$ cat config.mk
export PLATFORM = sky130hd
export DESIGN_NAME = decode_stage_ctrl
export DESIGN_NICKNAME = d
export VERILOG_FILES = /design/src/rtl/decode_pkg.sv /design/src/rtl/decode_skid_buf.sv /design/src/rtl/decode_stage_ctrl.sv
export SDC_FILE = /design/constraint.sdc
export NUM_CORES = 1
export LEC_CHECK = 0
export ABC_CLOCK_PERIOD_IN_PS = 1960
export BUFFER_PORTS_ARGS = -buffer_cell sky130_fd_sc_hd__buf_2
export CAP_MARGIN = 20
export CORE_UTILIZATION = 52
export DETAILED_ROUTE_END_ITERATION = 8
export GPL_TIMING_DRIVEN = 0
export PLACE_DENSITY = 0.84
export SKIP_LAST_GASP = 1
export SYNTH_ARGS = -nofsm -noshare
export SYNTH_HDL_FRONTEND = slang
export SYNTH_HIERARCHICAL = 1
export SYNTH_SLANG_ARGS = --single-unit
$ cat constraint.sdc
create_clock -name clk -period 1.96 [get_ports clk]
set_input_delay 0.196 -clock clk [delete_from_list [all_inputs] [get_ports clk]]
set_output_delay 0.196 -clock clk [all_outputs]
set_load 0.05 [all_outputs]
$ cat src/rtl/decode_pkg.sv
// -----------------------------------------------------------------------------
// decode_pkg
// Shared definitions for the decode stage:
//   - DEC_PC_W / OPC_W      : carried PC width and opcode field width
//   - OPCODE_*              : RV32 base opcode values recognised by decode
//   - dec_state_e           : occupancy state of the 2-entry skid buffer
//   - dec_entry_t           : one decoded entry {instr, pc, imm[, illegal]}
//   - DEC_ENTRY_W           : flattened width of dec_entry_t for port transport
//   - is_legal_opcode()     : opcode classification helper
// Optional feature macro: DECODE_ILLEGAL_CHECK_EN adds the illegal bit to
// dec_entry_t. Without it no illegal bit is stored.
// -----------------------------------------------------------------------------
package decode_pkg;

    localparam int DEC_PC_W = 32;
    localparam int OPC_W    = 7;

    localparam logic [OPC_W-1:0] OPCODE_LUI    = 7'b0110111;
    localparam logic [OPC_W-1:0] OPCODE_AUIPC  = 7'b0010111;
    localparam logic [OPC_W-1:0] OPCODE_JAL    = 7'b1101111;
    localparam logic [OPC_W-1:0] OPCODE_JALR   = 7'b1100111;
    localparam logic [OPC_W-1:0] OPCODE_BRANCH = 7'b1100011;
    localparam logic [OPC_W-1:0] OPCODE_LOAD   = 7'b0000011;
    localparam logic [OPC_W-1:0] OPCODE_STORE  = 7'b0100011;
    localparam logic [OPC_W-1:0] OPCODE_ALUI   = 7'b0010011;
    localparam logic [OPC_W-1:0] OPCODE_ALU    = 7'b0110011;
    localparam logic [OPC_W-1:0] OPCODE_FENCE  = 7'b0001111;
    localparam logic [OPC_W-1:0] OPCODE_SYSTEM = 7'b1110011;

    typedef enum logic [1:0] {
        EMPTY = 2'd0,
        ONE   = 2'd1,
        TWO   = 2'd2
    } dec_state_e;

    typedef struct packed {
        logic [31:0]         instr;
        logic [DEC_PC_W-1:0] pc;
        logic [31:0]         imm;
`ifdef DECODE_ILLEGAL_CHECK_EN
        logic                illegal;
`endif
    } dec_entry_t;

    localparam int DEC_ENTRY_W = $bits(dec_entry_t);

    function automatic logic is_legal_opcode(input logic [OPC_W-1:0] opc);
        logic legal;
        case (opc)
            OPCODE_LUI, OPCODE_AUIPC, OPCODE_JAL, OPCODE_JALR,
            OPCODE_BRANCH, OPCODE_LOAD, OPCODE_STORE, OPCODE_ALUI,
            OPCODE_ALU, OPCODE_FENCE, OPCODE_SYSTEM: legal = 1'b1;
            default:                                 legal = 1'b0;
        endcase
        return legal;
    endfunction

endpackage

$ cat src/rtl/decode_skid_buf.sv
// -----------------------------------------------------------------------------
// decode_skid_buf
// Two-entry FIFO (main = head, skid = tail) of dec_entry_t with an occupancy
// FSM. Flow-control flags are registered so nothing combinational reaches
// the upstream/downstream handshakes.
// Ports:
//   clk          in   clock
//   i_rst        in   synchronous active-high reset; empties and zeroes slots
//   i_flush      in   discard contents and any same-cycle push/pop
//   i_push       in   write i_push_entry (caller guarantees o_can_push)
//   i_push_entry in   entry to write, flattened dec_entry_t
//   i_pop        in   consume head entry (caller guarantees o_has_data)
//   o_head       out  head entry, flattened dec_entry_t
//   o_can_push   out  registered: buffer not full
//   o_has_data   out  registered: buffer not empty
// -----------------------------------------------------------------------------
module decode_skid_buf
    import decode_pkg::*;
(
    input  logic                   clk,
    input  logic                   i_rst,
    input  logic                   i_flush,
    input  logic                   i_push,
    input  logic [DEC_ENTRY_W-1:0] i_push_entry,
    input  logic                   i_pop,
    output logic [DEC_ENTRY_W-1:0] o_head,
    output logic                   o_can_push,
    output logic                   o_has_data
);

    dec_state_e r_state;
    dec_state_e w_state_next;
    dec_entry_t r_main;
    dec_entry_t r_skid;
    dec_entry_t w_push_entry;
    logic       r_can_push;
    logic       r_has_data;
    logic       w_load_main_in;
    logic       w_load_main_skid;
    logic       w_load_skid;

    assign w_push_entry = i_push_entry;

    always_comb begin
        w_state_next     = r_state;
        w_load_main_in   = 1'b0;
        w_load_main_skid = 1'b0;
        w_load_skid      = 1'b0;
        if (i_flush) begin
            // Flush wins over any push/pop; slot contents are left stale.
            w_state_next = EMPTY;
        end else begin
            case (r_state)
                EMPTY: begin
                    if (i_push) begin
                        w_state_next   = ONE;
                        w_load_main_in = 1'b1;
                    end
                end
                ONE: begin
                    if (i_push && i_pop) begin
                        // Full-throughput case: head leaves, new entry takes its place.
                        w_load_main_in = 1'b1;
                    end else if (i_push) begin
                        w_state_next = TWO;
                        w_load_skid  = 1'b1;
                    end else if (i_pop) begin
                        w_state_next = EMPTY;
                    end
                end
                TWO: begin
                    if (i_pop) begin
                        w_state_next     = ONE;
                        w_load_main_skid = 1'b1;
                    end
                end
                default: w_state_next = EMPTY;
            endcase
        end
    end

    always_ff @(posedge clk) begin
        if (i_rst) begin
            r_state    <= EMPTY;
            r_can_push <= 1'b1;
            r_has_data <= 1'b0;
        end else begin
            r_state    <= w_state_next;
            r_can_push <= (w_state_next != TWO);
            r_has_data <= (w_state_next != EMPTY);
        end
    end

    always_ff @(posedge clk) begin
        if (i_rst) begin
            r_main <= '0;
            r_skid <= '0;
        end else begin
            if (w_load_main_in) begin
                r_main <= w_push_entry;
            end else if (w_load_main_skid) begin
                r_main <= r_skid;
            end
            if (w_load_skid) begin
                r_skid <= w_push_entry;
            end
        end
    end

    assign o_head     = r_main;
    assign o_can_push = r_can_push;
    assign o_has_data = r_has_data;

endmodule

$ cat src/rtl/decode_stage_ctrl.sv
// -----------------------------------------------------------------------------
// decode_stage_ctrl
// Decode-stage control: accepts fetched instructions (valid/ready), drives the
// external combinational ImmGen, captures {instr, pc, imm} together and
// presents them to execute through a 2-entry skid buffer (valid/ready).
// Flush discards everything; reset additionally zeroes the data outputs.
// Optional feature macro: DECODE_ILLEGAL_CHECK_EN
//   defined   : opcode classified at capture; unknown opcode stores illegal=1
//               and imm=0; out_illegal follows the head entry.
//   undefined : out_illegal tied to 0; imm stored exactly as returned.
// Ports:
//   clk, rst                   clock, synchronous active-high reset
//   flush                      discard buffered and incoming instructions
//   in_valid/in_ready          fetch handshake (in_ready registered)
//   in_instr/in_pc             instruction word and its PC
//   immgen_instr/immgen_imm    ImmGen hookup (same-cycle)
//   out_valid/out_ready        execute handshake (out_valid registered)
//   out_instr/out_pc/out_imm   head entry fields
//   out_illegal                head entry opcode unrecognised
// Parameter PC_W may be at most DEC_PC_W (the width carried in dec_entry_t).
// -----------------------------------------------------------------------------
module decode_stage_ctrl
    import decode_pkg::*;
#(
    parameter int PC_W = 32
) (
    input  logic            clk,
    input  logic            rst,
    input  logic            flush,
    input  logic            in_valid,
    output logic            in_ready,
    input  logic [31:0]     in_instr,
    input  logic [PC_W-1:0] in_pc,
    output logic [31:0]     immgen_instr,
    input  logic [31:0]     immgen_imm,
    output logic            out_valid,
    input  logic            out_ready,
    output logic [31:0]     out_instr,
    output logic [PC_W-1:0] out_pc,
    output logic [31:0]     out_imm,
    output logic            out_illegal
);

    dec_entry_t             w_entry;
    dec_entry_t             w_head;
    logic [DEC_ENTRY_W-1:0] w_head_flat;
    logic                   w_can_push;
    logic                   w_has_data;
    logic                   w_push;
    logic                   w_pop;

    assign immgen_instr = in_instr;

    // Handshakes qualified with flush so a flushed cycle never moves data.
    assign w_push = in_valid && w_can_push && !flush;
    assign w_pop  = out_ready && w_has_data && !flush;

`ifdef DECODE_ILLEGAL_CHECK_EN
    logic w_illegal;
    assign w_illegal = !is_legal_opcode(in_instr[OPC_W-1:0]);
`endif

    always_comb begin
        w_entry       = '0;
        w_entry.instr = in_instr;
        w_entry.pc    = DEC_PC_W'(in_pc);
        w_entry.imm   = immgen_imm;
`ifdef DECODE_ILLEGAL_CHECK_EN
        w_entry.illegal = w_illegal;
        // ImmGen output is meaningless for unknown formats; keep it clean.
        if (w_illegal) begin
            w_entry.imm = '0;
        end
`endif
    end

    decode_skid_buf u_skid_buf (
        .clk          (clk),
        .i_rst        (rst),
        .i_flush      (flush),
        .i_push       (w_push),
        .i_push_entry (w_entry),
        .i_pop        (w_pop),
        .o_head       (w_head_flat),
        .o_can_push   (w_can_push),
        .o_has_data   (w_has_data)
    );

    assign w_head    = w_head_flat;
    assign in_ready  = w_can_push;
    assign out_valid = w_has_data;
    assign out_instr = w_head.instr;
    assign out_pc    = PC_W'(w_head.pc);
    assign out_imm   = w_head.imm;

`ifdef DECODE_ILLEGAL_CHECK_EN
    assign out_illegal = w_head.illegal;
`else
    assign out_illegal = 1'b0;
`endif

endmodule

==> results.py, run 1 <==
metrics = {
    "critical_path": {
        "worst_path_max_delay_cell": "or3b_1",
        "path_buf_inv": 2,
        "worst_path_largest_cell_delay_ps": 390,
        "crit_path_end_kind": "register",
        "timing.reg2reg.setup_slack_ps": 70,
        "crit_start": "u_skid_buf/o_can_push$_SDFF_PP1_",
        "startpoint_type": "register",
        "worstReg2RegStart": "u_skid_buf/o_can_push$_SDFF_PP1_",
        "crit_family": "simple AND/OR/NAND/NOR gates",
        "cp.required_ps": 2250,
        "crit_path_cell_trace": "and3b_2, or3b_1, buf_2, clkbuf_2, o21ai_0, a21oi_1",
        "cp.arrival_ps": 2180,
        "crit_type": "reg -> reg",
        "cp_max_fo": 10,
    },
    "drt": {
        "ant_nets": 0,
        "vias": 8942,
        "drt_iter0_markers": 1051,
        "viasPerCell": 5.91,
        "remaining_drc_errors": 0,
        "drt-pass1-iter-count": 6,
        "avgRoutedWirePerCell_um": 17.2,
        "wirelength_mm": 26.0,
    },
    "timing": {
        "rsz0062_at_grt": "true",
        "whs_ps": 22.5,
        "worst_pin_slew_ps": 689,
        "finalCritPeriodShare_pct": 96.2,
        "clock_skew_ps": 10.1,
        "slew_headroom_pct": 54.1,
        "setup_violations": 0,
        "fin_crit_ps": 1890,
        "slew_viol_final": 0,
        "fmax_mhz": 530,
        "hold_viol": 0,
    },
    "finish": {
        "area_delta_synth_final_pct": 25.5,
        "fillerInstances": 1344,
        "final_core_util_pct": 67.8,
        "fin_nets": 1390,
        "layout-drive-gt1-share_pct": 28.5,
        "n_antenna_cell": 0,
    },
    "power_and_ir_drop": {
        "power_leakage_nw": 4.07,
        "irDropWorstVdd_v": 0.000591,
        "p_per_area_nw_per_um2": 863,
    },
    "floorplan": {
        "coreArea_um2": 15400,
        "die-height_um": 129,
        "die_x_um": 129,
        "num_rows": 45,
        "initial_core_util_pct": 54.0,
        "die_area_um2": 16500,
        "ios": 232,
    },
    "clocking": {
        "insertion_delay_ps": 430,
        "cts_hold_buf": 0,
        "clkSlewWorstSetupHoldPaths_ps": 70,
        "cts-root-buf": "clkbuf_16",
        "clock_tree.buffer_depth": 2,
        "numCtsBuffers": 17,
        "cts_sinks": 196,
        "cts_tree": "done",
        "cts_max_level": 4,
    },
    "logic_synthesis": {
        "synth_area_um2": 8340,
        "ys_warn_count": 6,
        "synth_cell_types": 25,
        "synth_seq_area_share_pct": 47.1,
        "ys_ff_latch": 196,
        "syn-num-nets": 1139,
        "syn-mean-instance-area_um2": 8.03,
        "syn-instance-count": 1038,
    },
    "grt": {
        "grt_max_degree": 17,
        "grt_pass1_vias": 8087,
        "grt_util_met1_pct": 41.3,
        "busiest_layer": "met2",
        "met3_usage_pct": 5.61,
        "grt.total_usage_pct": 31.1,
        "gr-usage-met2_pct": 49.8,
        "overflow": 0,
        "antenna_found_initial": 1,
        "grt_pass1_wl_mm": 40.5,
    },
    "hold_path": {
        "hold_start": "in_pc[21]",
        "hp-class": "in -> reg",
    },
    "run": {
        "drv_cap": 0,
    },
    "place": {
        "hpwl_mm": 17.5,
        "gp_congestion": 0.885,
        "io_buffers": 229,
    },
    "run_status": {
        "status": "completed",
    },
}
-- per-layer routing --
layer  part of all wire [%]  vias up
li1                       -     4211
met1                     42     4188
met2                     47      481
met3                    8.2       62
met4                    2.9        0
met5                      0        -
-- final timing paths --
kind,to,cells past startpoint
max,u_skid_buf/r_skid[40]$_SDFFE_PP0P_,6
min,u_skid_buf/r_skid[53]$_SDFFE_PP0P_,3
max reg2reg,u_skid_buf/r_skid[40]$_SDFFE_PP0P_,6
min reg2reg,u_skid_buf/r_skid[52]$_SDFFE_PP0P_,2
-- stage by stage --
step	power [W]	instance area, µm²	instances	setup slack (ps)	setup TNS (ps)
after global routing	0.00928	10500	1513	-11.6	-22.4
after detailed placement	0.00553	9750	1478	-402	-51780
final	0.00903	10500	1513	74.2	0
after global placement	0.00552	9750	1478	-350	-45310
after floorplan	0.00511	8340	1038	18.6	0
after CTS	0.00901	10400	1513	-2.36	-2.36
-- power by group --
group / switching [W] / total, W / leakage [nW] / internal, W
logic: 0.000967 / 0.00132 / 2.19 / 0.000351
registers: 0.0000608 / 0.00416 / 1.59 / 0.00410
clock network: 0.00148 / 0.00355 / 0.291 / 0.00207
total: 0.00251 / 0.00903 / 4.07 / 0.00652
-- worst reg2reg max path, cell delays in order (launching register included) --
cell	delay [ps]
dfxtp_1	320
and3b_2	230
or3b_1	390
buf_2	250
clkbuf_2	220
o21ai_0	230
a21oi_1	130
-- cells in the final DEF, fill, tap and decap left out, drive strengths merged --
cell type / Yosys / layout
bufinv: 0 / 3
nor3b: 1 / 1
o21ai: 97 / 97
and3b: 3 / 3
a221oi: 1 / 1
or3b: 1 / 1
clkbuf: 80 / 106
a21oi: 96 / 96
a311oi: 96 / 96
inv: 1 / 2
nand4bb: 1 / 1
nor2b: 3 / 3
o31ai: 1 / 1
nand2: 193 / 193
nand2b: 1 / 1
nand3: 96 / 96
nor4b: 1 / 1
clkinvlp: 0 / 1
dfxtp: 196 / 196
and4bb: 1 / 1
nor3: 98 / 98
clkinv: 0 / 4
buf: 70 / 299
conb: 1 / 1
-- sequential cells by signal, indices dropped and copies added, names as in the netlist --
| name | count |
|---|---|
| u_skid_buf/o_can_push | 1 |
| u_skid_buf/o_has_data | 1 |
| u_skid_buf/r_state | 2 |
| u_skid_buf/o_head | 96 |
| u_skid_buf/r_skid | 96 |
-- logic make-up (layout without fill, tap and decap cells) --
group | count (synthesis) | after routing | synth area share [%]
AO/OA/AOI/OAI | 291 | 291 | 21.9
buffers and inverters | 151 | 415 | 9.34
flip-flops | 196 | 196 | 47.1
other | 1 | 1 | 0.0450
AND/OR/NAND/NOR | 399 | 399 | 21.7
-- cell usage after synthesis --
cell type	count	share of area, %
dfxtp_1	196	47
nand2_1	192	8.6
nor3_1	98	5.9
o21ai_0	97	5.8
a21oi_1	96	5.8
a311oi_1	96	10
nand3_1	96	5.8
clkbuf_1	80	3.6
buf_4	36	3.2
buf_2	25	1.5
buf_6	6	0.81
and3b_1	3	0.32
buf_1	3	0.14
nor2b_1	3	0.23
a221oi_1	1	0.11
and4bb_1	1	0.15
conb_1	1	0.045
inv_1	1	0.045
nand2_4	1	0.14
nand2b_1	1	0.075
nand4bb_1	1	0.14
nor3b_2	1	0.15
nor4b_1	1	0.11
o31ai_1	1	0.090
or3b_1	1	0.11
-- what timing repair did --
item / 4_1_cts / 5_1_grt
buffers inserted: 3 / 0
gates resized for setup: 3 / 85
gates cloned: 0 / 0
pin swaps: 0 / 0
setup endpoints to repair: 187 / 176
-- layout make-up --
cell class	count	area, µm²	area share [%]
inverter	1	3.75	0.0359
tap	211	264	2.52
multi-input combinational	691	3670	35.1
sequential	196	3930	37.5
clock buffer	23	468	4.47
clock inverter	9	126	1.21
timing repair buffer	232	1170	11.2
buffer	150	835	7.98
(Power assumes the default switching activity.)
==> run 2, diff against run 1 <==
--- a/config.mk
+++ b/config.mk
@@ -6,12 +6,13 @@
 export NUM_CORES = 1
 export LEC_CHECK = 0
 export ABC_CLOCK_PERIOD_IN_PS = 1960
-export BUFFER_PORTS_ARGS = -buffer_cell sky130_fd_sc_hd__buf_2
 export CAP_MARGIN = 20
-export CORE_UTILIZATION = 52
+export CORE_UTILIZATION = 63
 export DETAILED_ROUTE_END_ITERATION = 8
+export DONT_BUFFER_PORTS = 1
 export GPL_TIMING_DRIVEN = 0
-export PLACE_DENSITY = 0.84
+export PLACE_DENSITY = 0.83
+export SETUP_SLACK_MARGIN = 0.4
 export SKIP_LAST_GASP = 1
 export SYNTH_ARGS = -nofsm -noshare
 export SYNTH_HDL_FRONTEND = slang
==> run 2 against run 1 <==
  * The flow now stops in 5_1_grt
  * Synthesized cell count unchanged
  * Synthesized area unchanged
==> results.py, run 2 <==
metrics = {
    "clocking": {
        "cts-root-buf": "clkbuf_16",
        "clock_tree.buffer_depth": 2,
        "numCtsBuffers": 17,
        "cts_max_level": 4,
        "cts_sinks": 196,
    },
    "logic_synthesis": {
        "yosysTopAreaCellShare_pct": 47.1,
        "synth.most_common_cell": "dfxtp_1",
        "synthAdderAreaFrac_pct": 0,
        "ys_warn_count": 6,
        "synth_area_um2": 8340,
        "ys_top_cells_by_count": "196 x dfxtp_1, 192 x nand2_1, 98 x nor3_1, 97 x o21ai_0",
        "netlist.top_cell.by_area": "dfxtp_1",
        "synth-xor-area-share_pct": 0,
        "synthSimpleGateAreaFrac_pct": 21.7,
        "syn-instance-count": 1038,
        "yosys-top-cells-area": "dfxtp_1 47%, a311oi_1 10%, nand2_1 8.6%",
        "synth_compound_area_share_pct": 21.9,
        "synth_cell_types": 25,
        "synthMuxAreaShare_pct": 0,
        "synth_edf_count": 0,
        "synth-async-reset-ratio_pct": 0,
        "ys.flop_type": "dfxtp_1",
        "syn-num-nets": 1139,
        "synth_top_family_by_area": "compound AO/OA/AOI/OAI gates",
        "ys_ff_latch": 196,
        "syn-mean-instance-area_um2": 8.03,
        "synth_seq_area_share_pct": 47.1,
    },
    "floorplan": {
        "ios": 232,
        "num_rows": 41,
        "die-height_um": 117,
        "die_x_um": 117,
        "initial_core_util_pct": 65.3,
    },
    "grt": {
        "overflow": 8,
        "grt.total_usage_pct": 76.2,
        "grt_max_degree": 17,
    },
    "run_status": {
        "status": "did not finish",
        "outcome.stop_stage": "5_1_grt",
        "error": "[ERROR GRT-0232] Routing congestion too high. Check the congestion heatmap in the GUI.",
    },
    "timing": {
        "worstEndpointType": "register data pin",
        "grt_worst_setup_endpoint": "u_skid_buf/o_head[26]$_SDFFE_PP0P_/D",
    },
    "place": {
        "gp_congestion": 0.846,
        "hpwl_mm": 16.2,
        "io_buffers": 0,
    },
}
==> run 2: cell families after synthesis <==
family                 count (synthesis)
other                                  1
AND/OR/NAND/NOR                      399
AO/OA/AOI/OAI                        291
buffers and inverters                151
flip-flops                           196
==> run 2: per-stage QoR <==
step	hold WS [ps]	cells	utilization, %	setup slack, ps	instance area, µm²
detailed placement	285	1210	70.6	-132	9010
CTS	-97.4	1347	86.7	155	11100
global placement	279	1210	70.6	-82.1	9010
floorplan	275	1038	-	291	8800
==> run 2: what timing repair did <==
action / CTS
endpoints found under the hold margin: 101
setup buffers: 9
hold buffers: 96
gates resized for setup: 116
endpoints found under the setup margin: 194
pin swaps: 2
==> run 2: per-layer routing <==
layer | track usage, % | overflow
met1 | 77.8 | 0
met2 | 92.3 | 6
met3 | 60.6 | 0
met4 | 75.9 | 2
met5 | 19.3 | 0
==> run 3, diff against run 2 <==
--- a/config.mk
+++ b/config.mk
@@ -7,12 +7,11 @@
 export LEC_CHECK = 0
 export ABC_CLOCK_PERIOD_IN_PS = 1960
 export CAP_MARGIN = 20
-export CORE_UTILIZATION = 63
+export CORE_UTILIZATION = 40
 export DETAILED_ROUTE_END_ITERATION = 8
 export DONT_BUFFER_PORTS = 1
 export GPL_TIMING_DRIVEN = 0
-export PLACE_DENSITY = 0.83
-export SETUP_SLACK_MARGIN = 0.4
+export PLACE_DENSITY_LB_ADDON = 0.15
 export SKIP_LAST_GASP = 1
 export SYNTH_ARGS = -nofsm -noshare
 export SYNTH_HDL_FRONTEND = slang
==> run 3 against run 2 <==
  * The flow now finishes without violations
==> results.py, run 3 (synthesized netlist as in run 1, its figures left out) <==
metrics = {
    "run_status": {
        "status": "completed",
    },
    "timing": {
        "setup_violations": 0,
        "fin_crit_ps": 1930,
        "fin_tns_setup_ps": 0,
        "worst_pin_slew_ps": 720,
        "slew_headroom_pct": 52.0,
        "clock_skew_ps": 7.73,
        "slew_viol_final": 0,
        "hold_viol": 0,
        "fmax_mhz": 519,
        "finalCritPeriodShare_pct": 98.4,
        "rsz0062_at_grt": "true",
    },
    "finish": {
        "finish.instance_area_um2": 10500,
        "layout-drive-gt1-share_pct": 14.3,
        "final_common_cell": "dfxtp_1",
        "stdcell_count": 1441,
        "area_delta_synth_final_pct": 26.3,
        "final_cell_mix": "194 x dfxtp_1, 192 x nand2_1, 97 x dlygate4sd3_1",
        "fin_nets": 1259,
    },
    "floorplan": {
        "die_x_um": 146,
        "num_rows": 52,
        "ios": 232,
        "die_area_um2": 21400,
        "die-height_um": 146,
        "coreArea_um2": 20400,
        "initial_core_util_pct": 40.9,
    },
    "critical_path": {
        "worst_path_max_delay_cell": "dfxtp_4",
        "worst_path_largest_cell_delay_ps": 450,
        "crit_family": "simple AND/OR/NAND/NOR gates",
        "timing.reg2reg.setup_slack_ps": 30,
        "cp.arrival_ps": 2220,
        "worstReg2RegStart": "u_skid_buf/o_can_push$_SDFF_PP1_",
        "crit_type": "reg -> reg",
        "cp_max_fo": 10,
        "path_buf_inv": 2,
        "cp.required_ps": 2250,
        "crit_path_end_kind": "register",
        "startpoint_type": "register",
        "reg2reg_depth": 6,
        "crit_path_cell_trace": "and3b_2, or3b_4, buf_6, buf_2, nor3_1, a311oi_1",
        "regToRegEndpoint": "u_skid_buf/o_head[91]$_SDFFE_PP0P_",
    },
    "power_and_ir_drop": {
        "p_per_area_nw_per_um2": 876,
        "sw_frac_of_total_pct": 27.5,
        "clkPwrFrac_pct": 41.5,
        "power_leakage_nw": 3.54,
        "internal_power_w": 0.00669,
        "comb_power_share_pct": 9.3,
        "p_switching_w": 0.00254,
        "irDropWorstVdd_v": 0.000553,
        "seqPwrFrac_pct": 49.2,
        "power_w": 0.00923,
    },
    "clocking": {
        "cts_sinks": 196,
        "insertion_delay_ps": 430,
        "cts_tree": "done",
        "clock_tree.buffer_depth": 2,
        "cts_max_level": 4,
        "clkSlewWorstSetupHoldPaths_ps": 70,
        "cts-root-buf": "clkbuf_16",
        "numCtsBuffers": 17,
    },
    "drt": {
        "avgRoutedWirePerCell_um": 19.6,
        "drt_iter0_markers": 499,
        "wirelength_mm": 28.2,
        "drt-pass1-iter-count": 5,
        "viasPerCell": 5.70,
        "vias": 8211,
        "remaining_drc_errors": 0,
        "ant_nets": 0,
    },
    "grt": {
        "grt_pass1_vias": 7982,
        "grt_max_degree": 18,
        "overflow": 0,
        "antenna_found_initial": 1,
        "grt_pass1_wl_mm": 44.1,
        "grt.total_usage_pct": 26.0,
    },
    "hold_path": {
        "hold_start": "in_pc[9]",
        "whs_path_depth": 2,
        "hp-class": "in -> reg",
        "whs_endpoint": "u_skid_buf/o_head[41]$_SDFFE_PP0P_",
    },
    "run": {
        "drv_cap": 0,
    },
    "place": {
        "place_area_um2": 8680,
        "dp_cells": 1308,
        "io_buffers": 0,
        "gp_congestion": 0.806,
        "hpwl_mm": 17.9,
    },
}
## run 3: metrics by stage
step                      setup WS, ps  hold slack [ps]  utilization, %
after CTS                        -20.9             22.7            51.0
after global routing             -51.1             27.0            51.7
after floorplan                   18.6              275               -
final                             31.9             24.8            51.7
after detailed placement          -779              282            42.6
after global placement            -797              279            42.6
## run 3: how the worst max path moves through the flow
stage                     cells after the start                                 end  slack [ps]                              from
after global routing                          7  u_skid_buf/o_head[76]$_SDFFE_PP0P_         -50  u_skid_buf/o_has_data$_SDFF_PP0_
after floorplan                               6  u_skid_buf/o_head[28]$_SDFFE_PP0P_          20  u_skid_buf/o_can_push$_SDFF_PP1_
final                                         6  u_skid_buf/o_head[91]$_SDFFE_PP0P_          30  u_skid_buf/o_can_push$_SDFF_PP1_
after detailed placement                      5  u_skid_buf/o_head[30]$_SDFFE_PP0P_        -780  u_skid_buf/o_can_push$_SDFF_PP1_
after global placement                        6  u_skid_buf/o_head[69]$_SDFFE_PP0P_        -800  u_skid_buf/o_can_push$_SDFF_PP1_
after CTS                                     6  u_skid_buf/r_skid[68]$_SDFFE_PP0P_         -20  u_skid_buf/o_has_data$_SDFF_PP0_
## run 3: area by class of cell
| type | instances | area [µm²] |
|---|---|---|
| Antenna cell | 2 | 5.00 |
| Buffer | 149 | 906 |
| Sequential cell | 196 | 3930 |
| Multi-Input combinational cell | 691 | 3710 |
| Clock buffer | 18 | 429 |
| Clock inverter | 12 | 201 |
| Timing Repair Buffer | 102 | 1010 |
| Tap cell | 270 | 338 |
| Fill cell | 1977 | 9840 |
| Inverter | 1 | 3.75 |
## run 3: power by group through the flow
stage                     Clock [W]  Sequential (W)  Combinational [W]
after detailed placement          0         0.00463           0.000652
after global routing        0.00410         0.00455           0.000914
after floorplan                   0         0.00460           0.000514
after CTS                   0.00391         0.00454           0.000835
after global placement            0         0.00463           0.000650
final                       0.00383         0.00454           0.000862
## run 3: repair_timing
action                                  4_1_cts  5_1_grt
setup buffers                                 3        2
hold buffers                                 97        0
pin swaps                                     1        2
endpoints found under the setup margin      192      182
gates resized for setup                      53       92
endpoints found under the hold margin        99        0
## run 3: per-layer routing
layer / track usage, % / wire (µm) / share of wire, % / vias up
met5: 0 / 0 / 0 / -
met4: 8.44 / 400 / 1.4 / 0
met3: 6.56 / 2300 / 8.2 / 30
met2: 40.6 / 13200 / 47 / 311
met1: 35.0 / 12300 / 44 / 3930
li1: - / - / - / 3940
## run 3: worst register-to-register path, stage by stage (launching register included)
cell,delay [ps]
dfxtp_4,450
and3b_2,260
or3b_4,420
buf_6,180
buf_2,200
nor3_1,210
a311oi_1,80
==> run 4, diff against run 3 <==
--- a/config.mk
+++ b/config.mk
@@ -5,7 +5,7 @@
 export SDC_FILE = /design/constraint.sdc
 export NUM_CORES = 1
 export LEC_CHECK = 0
-export ABC_CLOCK_PERIOD_IN_PS = 1960
+export ABC_CLOCK_PERIOD_IN_PS = 2450
 export CAP_MARGIN = 20
 export CORE_UTILIZATION = 40
 export DETAILED_ROUTE_END_ITERATION = 8
==> constraint.sdc (replaced) <==
create_clock -name clk -period 2.45 [get_ports clk]
set_input_delay 0.245 -clock clk [delete_from_list [all_inputs] [get_ports clk]]
set_output_delay 0.245 -clock clk [all_outputs]
set_load 0.05 [all_outputs]
==> run 4 against run 3 <==
  * Combinational power is 23% lower
  * Global-route usage is 0.56 points lower
  * Die area stayed put
  * Sequential share of layout area is 1.1 points higher
  * Clock power is 31% lower
  * Flip-flop and latch count stayed put
  * Count of clock-buffer cells in the layout stayed put
  * Core utilization is 1.6 points lower
  * Critical path depth is 2 higher
==> results.py, run 4 (synthesized netlist as in run 1, its figures left out) <==
metrics = {
    "timing": {
        "slew_headroom_pct": 53.2,
        "hold_viol": 0,
        "fin_tns_setup_ps": 0,
        "rsz0062_at_grt": "false",
        "finalCritPeriodShare_pct": 94.6,
        "fin_crit_ps": 2320,
        "clock_skew_ps": 7.89,
        "setup_violations": 0,
        "worst_pin_slew_ps": 702,
        "fmax_mhz": 432,
        "slew_viol_final": 0,
    },
    "clocking": {
        "insertion_delay_ps": 420,
        "cts_sinks": 196,
        "cts_max_level": 4,
        "cts_tree": "done",
        "numCtsBuffers": 17,
        "clock_tree.buffer_depth": 2,
        "clkSlewWorstSetupHoldPaths_ps": 70,
        "cts-root-buf": "clkbuf_16",
    },
    "finish": {
        "finish.instance_area_um2": 10200,
        "layout-drive-gt1-share_pct": 8.74,
        "final_common_cell": "dfxtp_1",
        "multi_input_area_um2": 3640,
        "fillerInstances": 2000,
        "fin_nets": 1256,
        "area_delta_synth_final_pct": 22.4,
        "register_area_um2": 3930,
        "final_cell_mix": "194 x dfxtp_1, 192 x nand2_1, 98 x nor3_1",
    },
    "power_and_ir_drop": {
        "clkPwrFrac_pct": 37.9,
        "irDropWorstVdd_v": 0.000473,
        "internal_power_w": 0.00492,
        "p_per_area_nw_per_um2": 678,
        "comb_power_share_pct": 9.6,
        "p_switching_w": 0.00200,
        "power_leakage_nw": 3.31,
        "power_w": 0.00692,
        "seqPwrFrac_pct": 52.5,
        "sw_frac_of_total_pct": 28.8,
    },
    "floorplan": {
        "ios": 232,
        "initial_core_util_pct": 40.9,
        "die_x_um": 146,
        "coreArea_um2": 20400,
        "die-height_um": 146,
        "die_area_um2": 21400,
        "num_rows": 52,
    },
    "hold_path": {
        "hp-class": "in -> reg",
    },
    "drt": {
        "vias": 8198,
        "avgRoutedWirePerCell_um": 19.2,
        "drt-pass1-iter-count": 5,
        "drt_iter0_markers": 557,
        "viasPerCell": 5.70,
        "wirelength_mm": 27.6,
        "remaining_drc_errors": 0,
        "ant_nets": 0,
    },
    "grt": {
        "overflow": 0,
        "grt_max_degree": 17,
        "grt_pass1_vias": 7920,
        "grt_pass1_wl_mm": 43.7,
        "grt.total_usage_pct": 25.4,
        "antenna_found_initial": 2,
    },
    "critical_path": {
        "cp.arrival_ps": 2630,
        "cp_max_fo": 10,
        "crit_type": "reg -> reg",
        "cp.required_ps": 2760,
        "crit_path_end_kind": "register",
        "startpoint_type": "register",
    },
    "place": {
        "place_area_um2": 8670,
        "io_buffers": 0,
        "gp_congestion": 0.809,
        "hpwl_mm": 17.9,
    },
    "run_status": {
        "status": "completed",
    },
    "run": {
        "drv_cap": 0,
    },
}
==> run 4: power groups by stage <==
stage	Sequential [W]	Combinational (W)	Clock, W
global route	0.00364	0.000707	0.00286
floorplan	0.00368	0.000411	0
finish	0.00363	0.000663	0.00263
CTS	0.00363	0.000657	0.00270
global placement	0.00371	0.000518	0
detailed placement	0.00371	0.000518	0
==> run 4: critical path, stage by stage (launching register included) <==
cell,delay [ps]
dfxtp_2,520
and3b_1,350
nand2b_1,130
buf_2,270
buf_6,200
nand2_4,110
buf_4,230
buf_6,160
a311oi_1,250
==> run 4: area by class of cell <==
class                      count  area share, %
sequential                   196           38.5
buffer                       150           7.59
timing repair buffer          98           9.59
multi-input combinational    691           35.7
clock buffer                  18           4.20
tap                          270           3.31
antenna                        2         0.0490
clock inverter                13           1.08
inverter                       1         0.0368
==> run 4: metrics by stage <==
step | setup slack [ps] | utilization (%) | std cells | hold WS [ps]
floorplan | 488 | - | 1038 | 324
global placement | -280 | 42.6 | 1308 | 329
detailed placement | -239 | 42.6 | 1308 | 330
CTS | 40.0 | 50.1 | 1437 | 41.7
global route | 11.8 | 50.1 | 1439 | 52.1
finish | 133 | 50.1 | 1439 | 52.4
==> run 4: timing repair <==
action	CTS	global route
buffers inserted	1	0
hold endpoints to repair	98	0
gates resized for setup	2	1
hold buffers	97	0
setup endpoints to repair	181	97
pin swaps	0	0
==> run 4: final timing paths <==
kind | startpoint | endpoint | slack [ps] | cells after the start
max reg2reg | u_skid_buf/o_has_data$_SDFF_PP0_ | u_skid_buf/o_head[55]$_SDFFE_PP0P_ | 130 | 8
max | u_skid_buf/o_has_data$_SDFF_PP0_ | u_skid_buf/o_head[55]$_SDFFE_PP0P_ | 130 | 8
min | flush | u_skid_buf/o_can_push$_SDFF_PP1_ | 50 | 2
min reg2reg | u_skid_buf/r_skid[45]$_SDFFE_PP0P_ | u_skid_buf/r_skid[45]$_SDFFE_PP0P_ | 470 | 2
==> run 4: routing by layer <==
layer	up-vias	track usage, %	wire, µm
met5	-	0	0
met4	0	7.81	476
met3	25	6.66	2160
met2	302	39.1	12800
met1	3923	34.7	12200
li1	3948	-	-
